## src/rtl/fifo_pkg.sv

```systemverilog
// Shared types and width helpers for the single-clock FIFO (sync_fifo) and its storage array.
package fifo_pkg;

  // Width used when comparing the occupancy against integer thresholds.
  localparam int LEVEL_WIDE_W = 32;
  typedef logic [LEVEL_WIDE_W-1:0] level_wide_t;

  typedef struct packed {
    logic overflow;
    logic underflow;
  } err_flags_t;

  function automatic int ptr_width(input int depth);
    return $clog2(depth);
  endfunction

  // One extra bit so that a completely full FIFO (count == depth) is representable.
  function automatic int cnt_width(input int depth);
    return $clog2(depth) + 1;
  endfunction

endpackage

```

## src/rtl/fifo_ram.sv

```systemverilog
// DEPTH x DATA_WIDTH register array: one synchronous write port, one asynchronous read port.
module fifo_ram
  import fifo_pkg::*;
#(
  parameter int DATA_WIDTH = 32,
  parameter int DEPTH      = 16,
  parameter int ADDR_W     = ptr_width(DEPTH)
) (
  input  logic                  clk,
  input  logic                  we,
  input  logic [ADDR_W-1:0]     waddr,
  input  logic [DATA_WIDTH-1:0] wdata,
  input  logic [ADDR_W-1:0]     raddr,
  output logic [DATA_WIDTH-1:0] rdata
);

  logic [DATA_WIDTH-1:0] mem_q [DEPTH];

  // Storage is deliberately not reset.
  always_ff @(posedge clk) begin
    if (we) begin
      mem_q[waddr] <= wdata;
    end
  end

  assign rdata = mem_q[raddr];

endmodule

```

## src/rtl/sync_fifo.sv

```systemverilog
// Single-clock FIFO with level, almost flags, sticky errors and flush.
// Define SYNC_FIFO_FWFT_EN for a first-word-fall-through read port; default is a registered read.
module sync_fifo
  import fifo_pkg::*;
#(
  parameter int DATA_WIDTH = 32,
  parameter int DEPTH      = 16,
  parameter int AF_THRESH  = DEPTH - 2,
  parameter int AE_THRESH  = 2
) (
  input  logic                       clk,
  input  logic                       rst_n,
  input  logic                       flush,
  input  logic                       wr_en,
  input  logic [DATA_WIDTH-1:0]      wr_data,
  output logic                       wr_full,
  output logic                       almost_full,
  input  logic                       rd_en,
  output logic [DATA_WIDTH-1:0]      rd_data,
  output logic                       rd_empty,
  output logic                       almost_empty,
  output logic [$clog2(DEPTH+1)-1:0] level,
  output logic                       overflow,
  output logic                       underflow,
  input  logic                       clr_err
);

  localparam int ADDR_W = ptr_width(DEPTH);
  localparam int CNT_W  = cnt_width(DEPTH);

  if (DEPTH < 2 || (DEPTH & (DEPTH - 1)) != 0) begin : g_bad_depth
    $error("sync_fifo: DEPTH must be a power of two >= 2");
  end
  if (AF_THRESH < 1 || AF_THRESH > DEPTH) begin : g_bad_af
    $error("sync_fifo: AF_THRESH out of range 1..DEPTH");
  end
  if (AE_THRESH < 0 || AE_THRESH > DEPTH - 1) begin : g_bad_ae
    $error("sync_fifo: AE_THRESH out of range 0..DEPTH-1");
  end

  logic [ADDR_W-1:0]     wr_ptr_q, wr_ptr_d;
  logic [ADDR_W-1:0]     rd_ptr_q, rd_ptr_d;
  logic [CNT_W-1:0]      count_q, count_d;
  err_flags_t            err_q, err_d;
  logic                  full, empty;
  logic                  wr_acc, rd_acc;
  logic [DATA_WIDTH-1:0] ram_rdata;

  // Flags come only from registered count, so they reflect the pre-edge state.
  assign full   = (count_q == CNT_W'(DEPTH));
  assign empty  = (count_q == '0);
  assign wr_acc = wr_en & ~full & ~flush;
  assign rd_acc = rd_en & ~empty & ~flush;

  always_comb begin
    wr_ptr_d = wr_ptr_q;
    rd_ptr_d = rd_ptr_q;
    count_d  = count_q;
    if (flush) begin
      wr_ptr_d = '0;
      rd_ptr_d = '0;
      count_d  = '0;
    end else begin
      if (wr_acc) wr_ptr_d = wr_ptr_q + 1'b1;
      if (rd_acc) rd_ptr_d = rd_ptr_q + 1'b1;
      case ({wr_acc, rd_acc})
        2'b10:   count_d = count_q + 1'b1;
        2'b01:   count_d = count_q - 1'b1;
        default: count_d = count_q;
      endcase
    end
  end

  // A fresh error in the same cycle as clr_err keeps the flag set.
  always_comb begin
    err_d           = err_q;
    err_d.overflow  = (err_q.overflow  & ~clr_err) | (wr_en & full  & ~flush);
    err_d.underflow = (err_q.underflow & ~clr_err) | (rd_en & empty & ~flush);
  end

  always_ff @(posedge clk or negedge rst_n) begin
    if (!rst_n) begin
      wr_ptr_q <= '0;
      rd_ptr_q <= '0;
      count_q  <= '0;
      err_q    <= '0;
    end else begin
      wr_ptr_q <= wr_ptr_d;
      rd_ptr_q <= rd_ptr_d;
      count_q  <= count_d;
      err_q    <= err_d;
    end
  end

  fifo_ram #(
    .DATA_WIDTH(DATA_WIDTH),
    .DEPTH     (DEPTH),
    .ADDR_W    (ADDR_W)
  ) u_ram (
    .clk  (clk),
    .we   (wr_acc),
    .waddr(wr_ptr_q),
    .wdata(wr_data),
    .raddr(rd_ptr_q),
    .rdata(ram_rdata)
  );

`ifdef SYNC_FIFO_FWFT_EN
  // Head entry is visible directly; meaningless while empty.
  assign rd_data = ram_rdata;
`else
  logic [DATA_WIDTH-1:0] rd_data_q, rd_data_d;

  always_comb begin
    rd_data_d = rd_data_q;
    if (rd_acc) rd_data_d = ram_rdata;
  end

  always_ff @(posedge clk or negedge rst_n) begin
    if (!rst_n) rd_data_q <= '0;
    else        rd_data_q <= rd_data_d;
  end

  assign rd_data = rd_data_q;
`endif

  assign wr_full      = full;
  assign rd_empty     = empty;
  assign level        = count_q;
  assign almost_full  = (level_wide_t'(count_q) >= level_wide_t'(AF_THRESH));
  assign almost_empty = (level_wide_t'(count_q) <= level_wide_t'(AE_THRESH));
  assign overflow     = err_q.overflow;
  assign underflow    = err_q.underflow;

endmodule

```

## config.mk

```make
export PLATFORM = sky130hd
export DESIGN_NAME = sync_fifo
export DESIGN_NICKNAME = d
export VERILOG_FILES = /design/src/rtl/fifo_pkg.sv /design/src/rtl/fifo_ram.sv /design/src/rtl/sync_fifo.sv
export SDC_FILE = /design/constraint.sdc
export NUM_CORES = 1
export LEC_CHECK = 0
export CORE_AREA = 10 10 206 208
export CTS_CLUSTER_DIAMETER = 30
export CTS_CLUSTER_SIZE = 16
export DETAILED_ROUTE_END_ITERATION = 10
export DIE_AREA = 0 0 216 218
export PLACE_DENSITY = 0.79
export SYNTH_ARGS = -nofsm -noshare
export SYNTH_HDL_FRONTEND = slang
export SYNTH_SLANG_ARGS = --single-unit
```

## constraint.sdc

```tcl
create_clock -name clk -period 5.8 [get_ports clk]
set_input_delay 1.16 -clock clk [delete_from_list [all_inputs] [get_ports clk]]
set_output_delay 1.16 -clock clk [all_outputs]
set_load 0.02 [all_outputs]
```

==> results of run 1 <==
## metal layers
layer | part of all wire | vias up
met1 | 0.39 | 5627
met5 | 0 | -
met3 | 0.054 | 95
met4 | 0.029 | 0
met2 | 0.53 | 428
li1 | - | 4388
## stage by stage
stage,power (mW),utilization,instance area (µm²)
3_5_place_dp,7.27,0.602,23100
5_1_grt,13.6,0.693,26500
3_3_place_gp,7.21,0.602,23100
6_report,13.2,0.693,26500
4_1_cts,13.3,0.693,26500
2_1_floorplan,6.49,-,21600
## kinds of logic after synthesis
logic type               synth area share
flip-flops                          0.766
AO/OA/AOI/OAI                      0.0273
adder cells (fa/ha/maj)           0.00405
AND/OR/NAND/NOR                    0.0208
buffers and inverters              0.0133
multiplexers                        0.166
XOR/XNOR                          0.00324
## placed cells by master, fill, tap and decap left out, types with 3 or more instances in the layout
cell type,n
edfxtp_1,512
mux4_2,128
clkbuf_16,97
clkdlybuf4s50_1,79
mux2i_1,66
nor2_1,44
dfrtp_1,44
a221oi_2,30
bufinv_16,20
clkinv_2,17
buf_4,15
nand2_1,14
nor2_4,13
clkbuf_1,11
inv_6,8
clkinv_4,8
ha_1,7
clkbuf_8,7
inv_1,6
clkinvlp_4,6
clkinv_1,6
nand2b_1,5
xor2_1,5
nor3_2,4
a21oi_1,4
xnor2_1,3
o21ai_0,3
nand3_1,3
dfrtp_4,3
## worst max path at each step
stage                         start                           end  slack, ns  depth (start not counted)
2_1_floorplan                 flush   u_ram.mem_q[0][0]$_DFFE_PP_       1.33                          5
3_3_place_gp                  flush  u_ram.mem_q[4][17]$_DFFE_PP_       1.68                          5
3_5_place_dp                  flush  u_ram.mem_q[8][17]$_DFFE_PP_       1.58                          5
4_1_cts        level[1]$_DFFE_PN0P_                       wr_full       2.05                          4
5_1_grt        level[1]$_DFFE_PN0P_                       wr_full       1.93                          4
6_report       level[1]$_DFFE_PN0P_                       wr_full       2.06                          4
## power by group
group | switching (mW) | internal (mW)
clock | 1.92 | 4.04
sequential | 0.274 | 4.60
combinational | 1.16 | 1.18
total | 3.36 | 9.83
## final cells by class
cell class,instances,share of cell area
repair buffers,96,0.0350
clock inverters,64,0.0335
inverters,7,0.00104
well taps,518,0.0244
multi-input cells,357,0.185
flip-flops and latches,559,0.625
clock buffers,115,0.0967
## worst max-delay path: stages (launching register included)
cell and delay (ns):
dfrtp_1 0.49, nor4_4 0.58, nand2_1 0.16, inv_1 0.12, clkdlybuf4s50_1 0.64
## registers in the layout (all words and copies together), names as in the netlist
register	count
u_ram.mem_q	512
rd_data	32
level	5
rd_ptr_q	4
wr_ptr_q	4
overflow	1
underflow	1
==> metrics.txt, run 1 <==
layout net count 1161; synth top area cells edfxtp_1 71%, mux4_2 13%, dfrtp_1 5.4%, mux2i_1 3.1%, a221oi_2 2.1%; worst hold start underflow$_DFF_PN0_; unrepaired setup endpoints after global routing no; Async SR Flop Fraction 0.0841; Routed Antenna Nets 0; r2r endpoint u_ram.mem_q[8][16]$_DFFE_PP_; Worst Max-Slew Pin Slew 1.24 ns; clock-pin slew on the worst setup and hold paths 0.04 ns; Yosys reg bits 559; Die W 216 µm; most used routing layer in global routing met2; fmax 268 MHz; Yosys top cell by area edfxtp_1; worst-path fanout max 8; Detailed Routing Iterations Pass 1 5; most used standard cell by instance count after synthesis edfxtp_1; Slew Limit Headroom 0.172; synth unique cells 43; worst clock skew 0.0184 ns; Reg2Reg Depth 6; clk root buf clkbuf_16; yosys warns 0; r2r setup slk 2.93 ns; area of the die 47100 µm²; FF-to-FF Start level[2]$_DFFE_PN0P_; post-synthesis sequential area ratio 0.766; status finished, final reports clean; fillers 2224; Ports 81; GRT Util Overall 0.209; Startpoint Class register; DRC errors left 0; Hold Crit Class register to register; largest net degree at the start of global routing 66; Max Buffers Root-to-Sink 3; share of cells above drive strength 1 0.307; first-pass GRT wire length 73.8 mm; final wirelength 48.0 mm; synthesized area 21600 µm²; met2 usage 0.354; GR Overflow Total 0; Pleak 8.51 nW; Num Clock Sinks 559; WL/cell 28.0 µm; Synth top cells by count 512 x edfxtp_1, 128 x mux4_2, 66 x mux2i_1; vias in the first global route 11600; Post-CTS Setup Repair Bufs 0; register area 16600 µm²; Synth Net Count 1022; Final GP Congestion 0.758; WS Path Type register to primary output; setup violators final 0; met3 usage 0.0405; Post-synth top flop edfxtp_1; M1 GR Usage 0.261; Core Rows 72; average via count per standard cell 6.14; hold depth 2; dpl hpwl 24.0 mm; Final Cycle Share 0.644; Post-synth EDFFs 512; Synth Instances 977; Tmin final 3.74 ns; P per Cell Area 497 nW/µm²; Post-Place Cells 1537; area share of the leading cell type in the synthesized netlist 0.711; worst endpoint data arrival time 2.58 ns; CTS buffer count 95; CTS tree done; max-cap check violation count 0; synth-to-layout area growth 22.7%; port bufs 80; height of the die 218 µm; worst setup margin 2.06 ns; H-tree levels 3; Fin Hold WS 0.566 ns; non-filler instance count after layout 1716; Slew Limit Fails 0; Setup TNS 0 ns; worst skew pair latency 0.60 ns; average cell area after synthesis 22.1 µm²; initial core utilization 0.565; Setup Slack @ Placement 1.58 ns; Worst Path Required 4.64 ns; initial antenna violation count 0; CTS-repair resized insts 0; n_diodes 0; WHS Endpoint underflow$_DFF_PN0_; Initial DRC Count 886; area of the multi-input gates 4900 µm²; total number of vias 10500; core area 38300 µm²; Hold Fails Final Rpt 0; Peak supply drop 364 µV; CP Capture Type primary output; Post-CTS Hold Fix Bufs 0
No activity file was read; power rests on OpenSTA's default activity.
==> inputs of run 2 (changes only) <==
==> constraint.sdc (replaced) <==
create_clock -name clk -period 3.5 [get_ports clk]
set_input_delay 0.7 -clock clk [delete_from_list [all_inputs] [get_ports clk]]
set_output_delay 0.7 -clock clk [all_outputs]
set_load 0.02 [all_outputs]
==> run 2 against run 1 <==
Against the previous run: total power is 64% higher; combinational power up 83%; non-clock buffer count up 27; utilization up 0.48 points; flip-flop and latch count stayed put; cell area is 0.69% higher; die area did not move; sequential power up 63%; cell count is 1.2% higher; first-iteration DRC count increased by 30%; critical path depth did not move; wire length is 10% higher.
==> metrics.txt, run 2 (synthesis gave the netlist of run 1 again) <==
Worst Path Required 2.80 ns; Setup Slack @ Placement 0.300 ns; Detailed Routing Iterations Pass 1 7; Largest Register u_ram.mem_q; most common cell after layout, fill and taps aside edfxtp_1; Startpoint Class register; Die W 216 µm; vias in the first global route 11700; worst-path fanout max 8; max-cap check violation count 0; GR Overflow Total 0; DRC errors left 0; WS Path Type register to primary output; Initial DRC Count 1150; Final Cycle Share 0.922; CTS buffer count 92; Core Rows 72; worst endpoint data arrival time 2.53 ns; Hold Fails Final Rpt 0; CTS tree done; Num Clock Sinks 559; Slew Limit Headroom 0.274; first-pass GRT wire length 78.1 mm; worst skew pair latency 0.61 ns; area of the die 47100 µm²; max reg flops 512; share of cells above drive strength 1 0.323; Peak supply drop 426 µV; height of the die 218 µm; worst clock skew 0.0214 ns; Post-CTS Hold Fix Bufs 0; H-tree levels 3; Final GP Congestion 0.785; average via count per standard cell 6.29; initial core utilization 0.565; dpl hpwl 28.6 mm; CP cell instances nor4_4 -> nand2b_4 -> clkinv_2 -> clkdlybuf4s50_1; CP Capture Type primary output; unrepaired setup endpoints after global routing no; fin area 26700 µm²; Ports 81; clock-pin slew on the worst setup and hold paths 0.05 ns; core area 38300 µm²; WL/cell 30.4 µm; Hold Crit Class input pin to async pin; Pleak 8.57 nW; Slew Limit Fails 0; layout net count 1185; Max Buffers Root-to-Sink 3; n_diodes 0; Routed Antenna Nets 0; Setup TNS 0 ns; synth-to-layout area growth 23.5%; worst setup margin 0.273 ns; Tmin final 3.23 ns; post-layout util 0.697; CP peak stage delay 0.64 ns; GRT Util Overall 0.226; initial antenna violation count 1; buffers plus inverters on the worst setup path 2; fmax 310 MHz; family with the most delay on the worst path buffers and inverters; Cell Area, Placed 23400 µm²; clk root buf clkbuf_16; commonest non-fill, non-tap cells in the layout 512 x edfxtp_1, 128 x mux4_2, 95 x clkbuf_16; status finished, final reports clean; setup violators final 0; Post-CTS Setup Repair Bufs 0; CP max-delay cell clkdlybuf4s50_1; Pwr Total 21.6 mW; largest net degree at the start of global routing 50; final wirelength 52.8 mm; port bufs 80; Worst Max-Slew Pin Slew 1.09 ns; P per Cell Area 810 nW/µm²; total number of vias 10900; CTS-repair resized insts 0
run 2: cell count changes in the layout (fill, tap and decap cells not counted), moves of 5 or more:
cell / delta
buf_4: +14
buf_12: +13
inv_6: +11
clkbuf_1: -9
clkbuf_8: -7
bufinv_16: -6
clkinv_2: -5
run 2: where the power goes:
group | internal, mW | leakage (nW) | switching, mW | total (mW)
clock network | 6.06 | 1.58 | 3.33 | 9.39
registers | 7.62 | 5.16 | 0.326 | 7.94
logic | 2.05 | 1.84 | 2.24 | 4.29
total | 15.7 | 8.57 | 5.89 | 21.6
run 2: metal layers:
layer  routed length, µm  GRT usage
met1               19600      0.282
met2               27400      0.379
met3                4020     0.0487
met4                1760     0.0965
met5                   0          0
run 2: area by class of cell:
| cell class | count | area [µm²] |
|---|---|---|
| Tap cell | 518 | 648 |
| Clock inverter | 75 | 875 |
| Multi-Input combinational cell | 357 | 4910 |
| Inverter | 7 | 27.5 |
| Clock buffer | 97 | 2380 |
| Timing Repair Buffer | 123 | 1290 |
| Sequential cell | 559 | 16600 |
| Fill cell | 2119 | 11600 |
run 2: through the flow:
step                      hold slack [ns]  instances
after global routing                0.126       1736
after CTS                           0.102       1736
after detailed placement            0.524       1564
after floorplan                     0.404        977
final                               0.126       1736
after global placement              0.526       1564
run 2: final timing paths:
| path | start | end | slack [ns] | cells after the start |
|---|---|---|---|---|
| setup / recovery | level[1]$_DFFE_PN0P_ | rd_empty | 0.27 | 4 |
| hold / removal | rst_n | rd_data[22]$_DFFE_PN0P_ | 0.13 | 1 |
| setup reg to reg | level[1]$_DFFE_PN0P_ | level[4]$_DFFE_PN0P_ | 0.79 | 8 |
| hold reg to reg | underflow$_DFF_PN0_ | underflow$_DFF_PN0_ | 0.53 | 2 |
| max in group asynchronous | rst_n | rd_ptr_q[3]$_DFFE_PN0P_ | 2.44 | 2 |
| min in group clk | underflow$_DFF_PN0_ | underflow$_DFF_PN0_ | 0.53 | 2 |
